$ cat src/rtl/sample_mon_pkg.sv
// Shared types and helpers for the sample netlist output monitor.
package sample_mon_pkg;

  localparam int unsigned VEC_W   = 3;
  localparam int unsigned EV_TS_W = 16;

  typedef struct packed {
    logic [EV_TS_W-1:0] ts;
    logic [VEC_W-1:0]   vec;
  } ev_t;

  // Increment cnt, holding at the all-ones value of a w-bit counter (w <= 32).
  function automatic logic [31:0] sat_inc(input logic [31:0] cnt, input int unsigned w);
    logic [31:0] max_val;
    max_val = (w >= 32) ? '1 : ((32'd1 << w) - 32'd1);
    return (cnt >= max_val) ? max_val : cnt + 32'd1;
  endfunction

endpackage

$ cat src/rtl/sample_mon_fifo.sv
// Fall-through synchronous FIFO with registered storage and wrap-bit pointers.
module sample_mon_fifo #(
  parameter int unsigned DEPTH = 4,
  parameter int unsigned DW    = 19
) (
  input  logic                     clk,
  input  logic                     rst,
  input  logic                     push,
  input  logic [DW-1:0]            wdata,
  input  logic                     pop,
  output logic [DW-1:0]            rdata,
  output logic                     full,
  output logic                     empty,
  output logic [$clog2(DEPTH):0]   level
);

  localparam int unsigned AW = $clog2(DEPTH);

  logic [DW-1:0] mem [DEPTH];
  logic [AW:0]   wr_ptr;
  logic [AW:0]   rd_ptr;
  logic          do_push;
  logic          do_pop;

  assign empty   = (wr_ptr == rd_ptr);
  assign full    = (wr_ptr[AW] != rd_ptr[AW]) && (wr_ptr[AW-1:0] == rd_ptr[AW-1:0]);
  assign level   = wr_ptr - rd_ptr;
  assign do_pop  = pop && !empty;
  // A pop in the same cycle frees the slot the push lands in.
  assign do_push = push && (!full || do_pop);
  assign rdata   = mem[rd_ptr[AW-1:0]];

  always_ff @(posedge clk or negedge rst) begin
    if (!rst) begin
      wr_ptr <= '0;
      rd_ptr <= '0;
    end else begin
      if (do_push) wr_ptr <= wr_ptr + (AW+1)'(1);
      if (do_pop)  rd_ptr <= rd_ptr + (AW+1)'(1);
    end
  end

  always_ff @(posedge clk) begin
    if (do_push) mem[wr_ptr[AW-1:0]] <= wdata;
  end

endmodule

$ cat src/rtl/sample_out_monitor.sv
// Captures o/p/q changes as timestamped events into a FIFO and keeps
// saturating per-output rise counters plus a sticky drop flag.
module sample_out_monitor
  import sample_mon_pkg::*;
#(
  parameter int unsigned DEPTH = 4,
  parameter int unsigned TS_W  = EV_TS_W,
  parameter int unsigned CNT_W = 8
) (
  input  logic                     clk,
  input  logic                     rst,
  input  logic                     en,
  input  logic                     o,
  input  logic                     p,
  input  logic                     q,
  output logic                     ev_valid,
  input  logic                     ev_ready,
  output logic [TS_W+VEC_W-1:0]    ev_data,
  output logic [$clog2(DEPTH):0]   fifo_level,
  output logic                     ovf,
  input  logic                     clr_ovf,
  output logic [CNT_W-1:0]         o_rise_cnt,
  output logic [CNT_W-1:0]         p_rise_cnt,
  output logic [CNT_W-1:0]         q_rise_cnt
);

  localparam int unsigned EW = TS_W + VEC_W;

  logic [VEC_W-1:0] vec;
  logic [VEC_W-1:0] last_vec;
  logic             primed;
  logic [TS_W-1:0]  ts_cnt;
  logic             ev_gen;
  logic             pop;
  logic             full;
  logic             empty;
  logic             drop;
  logic [VEC_W-1:0] rise;
  logic [CNT_W-1:0] rise_cnt [VEC_W];

  assign vec      = {q, p, o};
  assign ev_gen   = en && (!primed || (vec != last_vec));
  assign ev_valid = !empty;
  assign pop      = ev_valid && ev_ready;
  assign drop     = ev_gen && full && !pop;
  assign rise     = {VEC_W{en && primed}} & ~last_vec & vec;

  sample_mon_fifo #(
    .DEPTH (DEPTH),
    .DW    (EW)
  ) u_fifo (
    .clk   (clk),
    .rst   (rst),
    .push  (ev_gen),
    .wdata ({ts_cnt, vec}),
    .pop   (pop),
    .rdata (ev_data),
    .full  (full),
    .empty (empty),
    .level (fifo_level)
  );

  // Free-running timestamp and change-detection history.
  always_ff @(posedge clk or negedge rst) begin
    if (!rst) begin
      ts_cnt   <= '0;
      last_vec <= '0;
      primed   <= 1'b0;
    end else begin
      ts_cnt <= ts_cnt + TS_W'(1);
      if (en) begin
        last_vec <= vec;
        primed   <= 1'b1;
      end
    end
  end

  // Drop flag: a set in the same cycle wins over a clear.
  always_ff @(posedge clk or negedge rst) begin
    if (!rst) begin
      ovf <= 1'b0;
    end else if (drop) begin
      ovf <= 1'b1;
    end else if (clr_ovf) begin
      ovf <= 1'b0;
    end
  end

  always_ff @(posedge clk or negedge rst) begin
    if (!rst) begin
      for (int i = 0; i < int'(VEC_W); i++) rise_cnt[i] <= '0;
    end else begin
      for (int i = 0; i < int'(VEC_W); i++) begin
        if (rise[i]) rise_cnt[i] <= CNT_W'(sat_inc(32'(rise_cnt[i]), CNT_W));
      end
    end
  end

  assign o_rise_cnt = rise_cnt[0];
  assign p_rise_cnt = rise_cnt[1];
  assign q_rise_cnt = rise_cnt[2];

endmodule

$ cat config.mk
export PLATFORM = sky130hd
export DESIGN_NAME = sample_out_monitor
export DESIGN_NICKNAME = d
export VERILOG_FILES = /design/src/rtl/sample_mon_pkg.sv /design/src/rtl/sample_mon_fifo.sv /design/src/rtl/sample_out_monitor.sv
export SDC_FILE = /design/constraint.sdc
export NUM_CORES = 1
export LEC_CHECK = 0
export CORE_UTILIZATION = 40
export CTS_BUF_LIST = sky130_fd_sc_hd__clkbuf_4 sky130_fd_sc_hd__clkbuf_8
export DETAILED_ROUTE_END_ITERATION = 10
export PLACE_DENSITY = 0.65
export SLEW_MARGIN = 0
export SYNTH_ARGS = -nofsm -noshare
export SYNTH_HDL_FRONTEND = slang
export SYNTH_HIERARCHICAL = 1
export SYNTH_SLANG_ARGS = --single-unit
$ cat constraint.sdc
create_clock -name clk -period 3.3 [get_ports clk]
set_clock_uncertainty 0.05 [all_clocks]
set_input_delay 0.33 -clock clk [delete_from_list [all_inputs] [get_ports clk]]
set_output_delay 0.33 -clock clk [all_outputs]
set_load 0.02 [all_outputs]
==> flow_summary.ini, run 1 <==
[outcome]
run_status = finished, final reports clean

[route]
wl_met3_um = 409
drtPass1Iterations = 5
vias_per_cell = 5.15
drc = 0
drt-initial-drc-count = 222
highest_layer = met4
wl_met1_um = 4390
postRouteAntennaNets = 0
wl_met2_um = 4910
num_vias = 3184
wire_per_inst_um = 16.0
postRouteWirelength_um = 9900

[critical_path]
worstPathRequired_ns = 3.30
worstSetupPathType = reg2reg
cp_max_fo = 19
start_kind = flop
end_kind = flop
critPathArrivalTime_ns = 2.94

[grt]
grt-ovfl-total = 0
grt_pass1_vias = 3315
grt_max_degree = 36
antenna_found_initial = 0
grt_pass1_wl_um = 16500
grt_usage = 0.157

[logic_synthesis]
synth-seq-area-share = 0.656
postSynthAreaPerCell_um2 = 15.2
synth_cells = 357
ys_types = 44
synth.most_common_cell = edfxtp_1
yosysWarnings = 6
synth.area.top_cells = edfxtp_1 (42%), dfrtp_1 (24%), mux4_2 (7.9%), mux2_2 (2.7%), ha_1 (2.5%)
synth_edf_count = 76
syn_area_um2 = 5430
synth_top_area_frac = 0.420
synth.top_cells.by_count = edfxtp_1 (76), dfrtp_1 (51), mux4_2 (19)
synth_ff_type = edfxtp_1
synthArstFlopShare = 0.402
synth.largest_area_cell = edfxtp_1
synth-seq-cells = 127
synth_nets = 377

[sta]
rsz0062_at_grt = no
fin_crit_sh = 0.893
final.setup.tns_ns = 0
worst_slew_pin_slew_ns = 1.08
max_slew_margin = 0.282
timing.fmax_mhz = 339
finalSetupViolCount = 0
finalWorstPathRequiredPeriod_ns = 2.95
hold_violations = 0
maxSlewViolCount = 0

[floorplan]
rows = 42
die_area_um2 = 14000
start_util = 0.410
core_um2 = 13200
ios = 56
dieHeight_um = 118
die_w_um = 118

[finish]
area_growth_pct = 21.2
drive_gt1_frac = 0.179
design_area_um2 = 6580
layoutNonFillerInstCount = 618
utilization = 0.497
n_antenna_cell = 0
final_nets = 449

[cts]
cts_sinks = 127
max-clock-path-buffers = 2
cts_tree = done
cts_made_buffers = 17
clkSlewWorstSetupHoldPaths_ns = 0.07
cts_setup_buffers = 0
cts_root_buf = clkbuf_8
htreeDepth = 4
insertion_delay_ns = 0.42

[place]
dpl.hpwl_um = 6300
portBuffers = 55
dp_cells = 585
placed_area_um2 = 6190
gp_congestion = 0.779

[power_and_ir_drop]
p_leak_nw = 2.48
intPower_mw = 3.77
peakVddDrop_uv = 469
switchingPower_mw = 1.99
pwr-share-clk = 0.218
power_density_nw_per_um2 = 875
power_frac_seq = 0.394
swShare = 0.345
fin_total_pwr_mw = 5.76
combPwrFrac = 0.388

[hold_path]
hp-class = reg2reg

[job]
drv_cap = 0
what timing repair did:
item / 4_1_cts / 5_1_grt
hold buffers: 1 / 0
resized for setup: 0 / 0
hold endpoints to repair: 34 / 0
flip-flops by register name (all words and copies together), names as in the netlist:
| signal | count |
|---|---|
| ts_cnt | 16 |
| last_vec | 3 |
| p_rise_cnt | 8 |
| q_rise_cnt | 8 |
| o_rise_cnt | 8 |
| u_fifo/rd_ptr | 3 |
| ovf | 1 |
| primed | 1 |
| u_fifo/mem | 76 |
| u_fifo/wr_ptr | 3 |
final cells by class:
cell class / instances / area, um2
fillers: 1158 / 6660
flip-flops and latches: 127 / 3560
multi-input cells: 205 / 1770
repair buffers: 61 / 593
clock buffers: 20 / 269
well taps: 176 / 220
clock inverters: 12 / 109
inverters: 17 / 63.8
metal layers:
metal,track usage,vias up
met5,0,-
met4,0.0696,0
met3,0.0502,14
met2,0.249,74
met1,0.198,1607
li1,-,1489
power groups by stage:
stage	sequential [mW]	combinational, mW	clock [mW]
2_1_floorplan	2.37	1.25	0
3_3_place_gp	2.29	2.25	0
3_5_place_dp	2.30	2.27	0
4_1_cts	2.27	2.28	1.29
5_1_grt	2.32	2.41	1.36
6_report	2.27	2.24	1.25
metrics by stage:
stage / setup WS, ns / hold slack, ns
2_1_floorplan: 0.332 / -0.0156
4_1_cts: 0.311 / 0.473
3_5_place_dp: 0.327 / 0.445
3_3_place_gp: 0.419 / 0.435
5_1_grt: 0.155 / 0.496
6_report: 0.352 / 0.471
path summary, 6_finish.rpt:
check / end / cells past startpoint / start / slack, ns
setup / recovery: u_fifo/mem[2][14]$_DFFE_PP_ / 8 / u_fifo/wr_ptr[0]$_DFFE_PN0P_ / 0.35
hold / removal: ovf$_DFFE_PN0P_ / 1 / ovf$_DFFE_PN0P_ / 0.47
setup reg to reg: u_fifo/mem[2][14]$_DFFE_PP_ / 8 / u_fifo/wr_ptr[0]$_DFFE_PN0P_ / 0.35
hold reg to reg: ovf$_DFFE_PN0P_ / 1 / ovf$_DFFE_PN0P_ / 0.47
max in group asynchronous: q_rise_cnt[4]$_DFFE_PN0P_ / 3 / rst / 1.96
min in group asynchronous: p_rise_cnt[2]$_DFFE_PN0P_ / 2 / rst / 0.49
kinds of logic after synthesis:
kind of cell / share of synthesized area
xor gates and xnor gates: 0.0353
adders and majority gates: 0.0290
and+or+nand+nor: 0.105
DFF: 0.656
AOI/OAI and AO/OA: 0.0339
buffers and inverters: 0.0198
muxes: 0.121
cells in the final DEF, fill, tap and decap left out, types with 3 or more instances in the layout:
| cell | synthesis | routed |
|---|---|---|
| nand4_1 | 9 | 9 |
| xor2_1 | 10 | 10 |
| edfxtp_1 | 76 | 76 |
| and2_1 | 5 | 5 |
| o2111a_1 | 3 | 3 |
| a21oi_1 | 10 | 9 |
| nor4_1 | 7 | 7 |
| buf_4 | 0 | 5 |
| mux4_2 | 19 | 19 |
| clkdlybuf4s50_1 | 0 | 54 |
| mux2_2 | 13 | 13 |
| inv_6 | 0 | 3 |
| or3_1 | 5 | 5 |
| nor3_1 | 8 | 8 |
| dfrtp_1 | 51 | 51 |
| inv_1 | 17 | 17 |
| clkbuf_8 | 0 | 19 |
| ha_1 | 11 | 11 |
| clkinv_2 | 0 | 4 |
| and3_1 | 6 | 6 |
| mux2_1 | 3 | 3 |
| nand2_1 | 18 | 18 |
| nand3_1 | 12 | 12 |
| nand2b_1 | 4 | 4 |
| nor2_1 | 18 | 18 |
| o21ai_0 | 9 | 9 |
| xnor2_1 | 10 | 10 |
critical path: stages, from the launching register on:
cell and delay (ns):
dfrtp_1 0.41, inv_1 0.10, ha_1 0.36, nand2_1 0.13
nor2b_1 0.08, nor2b_1 0.22, nand3b_1 0.19, or2_1 0.14
and3_1 0.88
Power figures use the tool's default switching activity.
==> run 2: changes to the inputs <==
--- a/config.mk
+++ b/config.mk
@@ -9,6 +9,7 @@
 export CTS_BUF_LIST = sky130_fd_sc_hd__clkbuf_4 sky130_fd_sc_hd__clkbuf_8
 export DETAILED_ROUTE_END_ITERATION = 10
 export PLACE_DENSITY = 0.65
+export SKIP_CTS_REPAIR_TIMING = 1
 export SLEW_MARGIN = 0
 export SYNTH_ARGS = -nofsm -noshare
 export SYNTH_HDL_FRONTEND = slang
==> flow_summary.ini, run 2 (synthesis results as in run 1) <==
[outcome]
run_status = finished with violations
violations = hold timing

[sta]
finalSetupViolCount = 0
final.setup.tns_ns = 0
finalWorstPathRequiredPeriod_ns = 2.97
whs_ns = -0.0508
max_slew_margin = 0.269
fin_crit_sh = 0.899
maxSlewViolCount = 0
hold_violations = 34
rsz0062_at_grt = no
timing.fmax_mhz = 337
worst_slew_pin_slew_ns = 1.10

[cts]
cts_sinks = 127
clkSlewWorstSetupHoldPaths_ns = 0.07
max-clock-path-buffers = 2
cts_root_buf = clkbuf_8
htreeDepth = 4
cts_made_buffers = 17
insertion_delay_ns = 0.43
cts_tree = done

[power_and_ir_drop]
intPower_mw = 3.77
p_leak_nw = 2.47
switchingPower_mw = 1.99
power_frac_seq = 0.394
fin_total_pwr_mw = 5.76
swShare = 0.345
pwr-share-clk = 0.218
combPwrFrac = 0.388
power_density_nw_per_um2 = 877
peakVddDrop_uv = 470

[floorplan]
dieHeight_um = 118
ios = 56
start_util = 0.410
rows = 42
core_um2 = 13200
die_area_um2 = 14000
die_w_um = 118

[finish]
area_growth_pct = 21.0
largest_register_ffs = 76
fillers = 1162
n_antenna_cell = 0
final_nets = 448
mostFrequentLayoutCells = edfxtp_1 (76), clkdlybuf4s50_1 (54), dfrtp_1 (51)
drive_gt1_frac = 0.179
layout_commonest_cell = edfxtp_1
seqCellArea_um2 = 3560
multi_input_area_um2 = 1770

[grt]
grt_pass1_wl_um = 16500
grt_max_degree = 36
grt-ovfl-total = 0
antenna_found_initial = 0
grt_pass1_vias = 3315
grt_usage = 0.157

[route]
vias_per_cell = 5.17
num_vias = 3191
postRouteWirelength_um = 9920
drc = 0
postRouteAntennaNets = 0
drtPass1Iterations = 4
wire_per_inst_um = 16.1
drt-initial-drc-count = 198

[critical_path]
start_kind = flop
reg2reg_depth = 8
worstSetupPathType = reg2reg
cp_max_fo = 19
critPathArrivalTime_ns = 2.96
worstPathRequired_ns = 3.30
end_kind = flop

[place]
dpl.hpwl_um = 6300
portBuffers = 55
gp_congestion = 0.779

[hold_path]
hp-class = in2async

[job]
drv_cap = 0
## run 2: cell count changes in the layout (fill, tap and decap cells not counted), sizes merged
| cell | delta |
|---|---|
| dlygate4sd3 | -1 |
## run 2: routing by layer
layer,track usage,vias up,part of all wire
met5,0,-,0
met4,0.0696,0,0.024
met3,0.0502,20,0.052
met2,0.249,81,0.49
met1,0.198,1601,0.44
li1,-,1489,-
## run 2: worst max-delay path: stages (launching register included)
cell and delay (ns):
dfrtp_1 0.41, inv_1 0.10, ha_1 0.36, nand2_1 0.13, nor2b_1 0.08, nor2b_1 0.22, nand3b_1 0.19, or2_1 0.14
and3_1 0.89
## run 2: area by class of cell
cell class / instances / share of cell area
sequential: 127 / 0.542
timing repair buffer: 60 / 0.0888
clock inverter: 12 / 0.0166
tap: 176 / 0.0335
clock buffer: 20 / 0.0410
inverter: 17 / 0.00971
multi-input combinational: 205 / 0.269
## run 2: worst paths after layout
path	start	endpoint	slack (ns)
setup / recovery	u_fifo/wr_ptr[0]$_DFFE_PN0P_	u_fifo/mem[2][14]$_DFFE_PP_	0.33
hold / removal	rst	p_rise_cnt[2]$_DFFE_PN0P_	-0.05
setup reg to reg	u_fifo/wr_ptr[0]$_DFFE_PN0P_	u_fifo/mem[2][14]$_DFFE_PP_	0.33
hold reg to reg	ovf$_DFFE_PN0P_	ovf$_DFFE_PN0P_	0.47
max in group asynchronous	rst	q_rise_cnt[4]$_DFFE_PN0P_	2.50
min in group clk	ovf$_DFFE_PN0P_	ovf$_DFFE_PN0P_	0.47
## run 2: stage by stage
stage | cell area [um2] | cells | worst slack [ns] | util
3_3_place_gp | 6190 | 585 | 0.419 | 0.467
2_1_floorplan | 5430 | 357 | 0.332 | -
6_report | 6570 | 617 | 0.333 | 0.496
4_1_cts | 6570 | 617 | 0.311 | 0.496
5_1_grt | 6570 | 617 | 0.155 | 0.496
3_5_place_dp | 6190 | 585 | 0.327 | 0.467
## run 2: power by group through the flow
stage	clock network [mW]	logic (mW)	registers, mW
global route	1.36	2.41	2.32
detailed placement	0	2.27	2.30
finish	1.25	2.24	2.27
floorplan	0	1.25	2.37
CTS	1.29	2.28	2.27
global placement	0	2.25	2.29
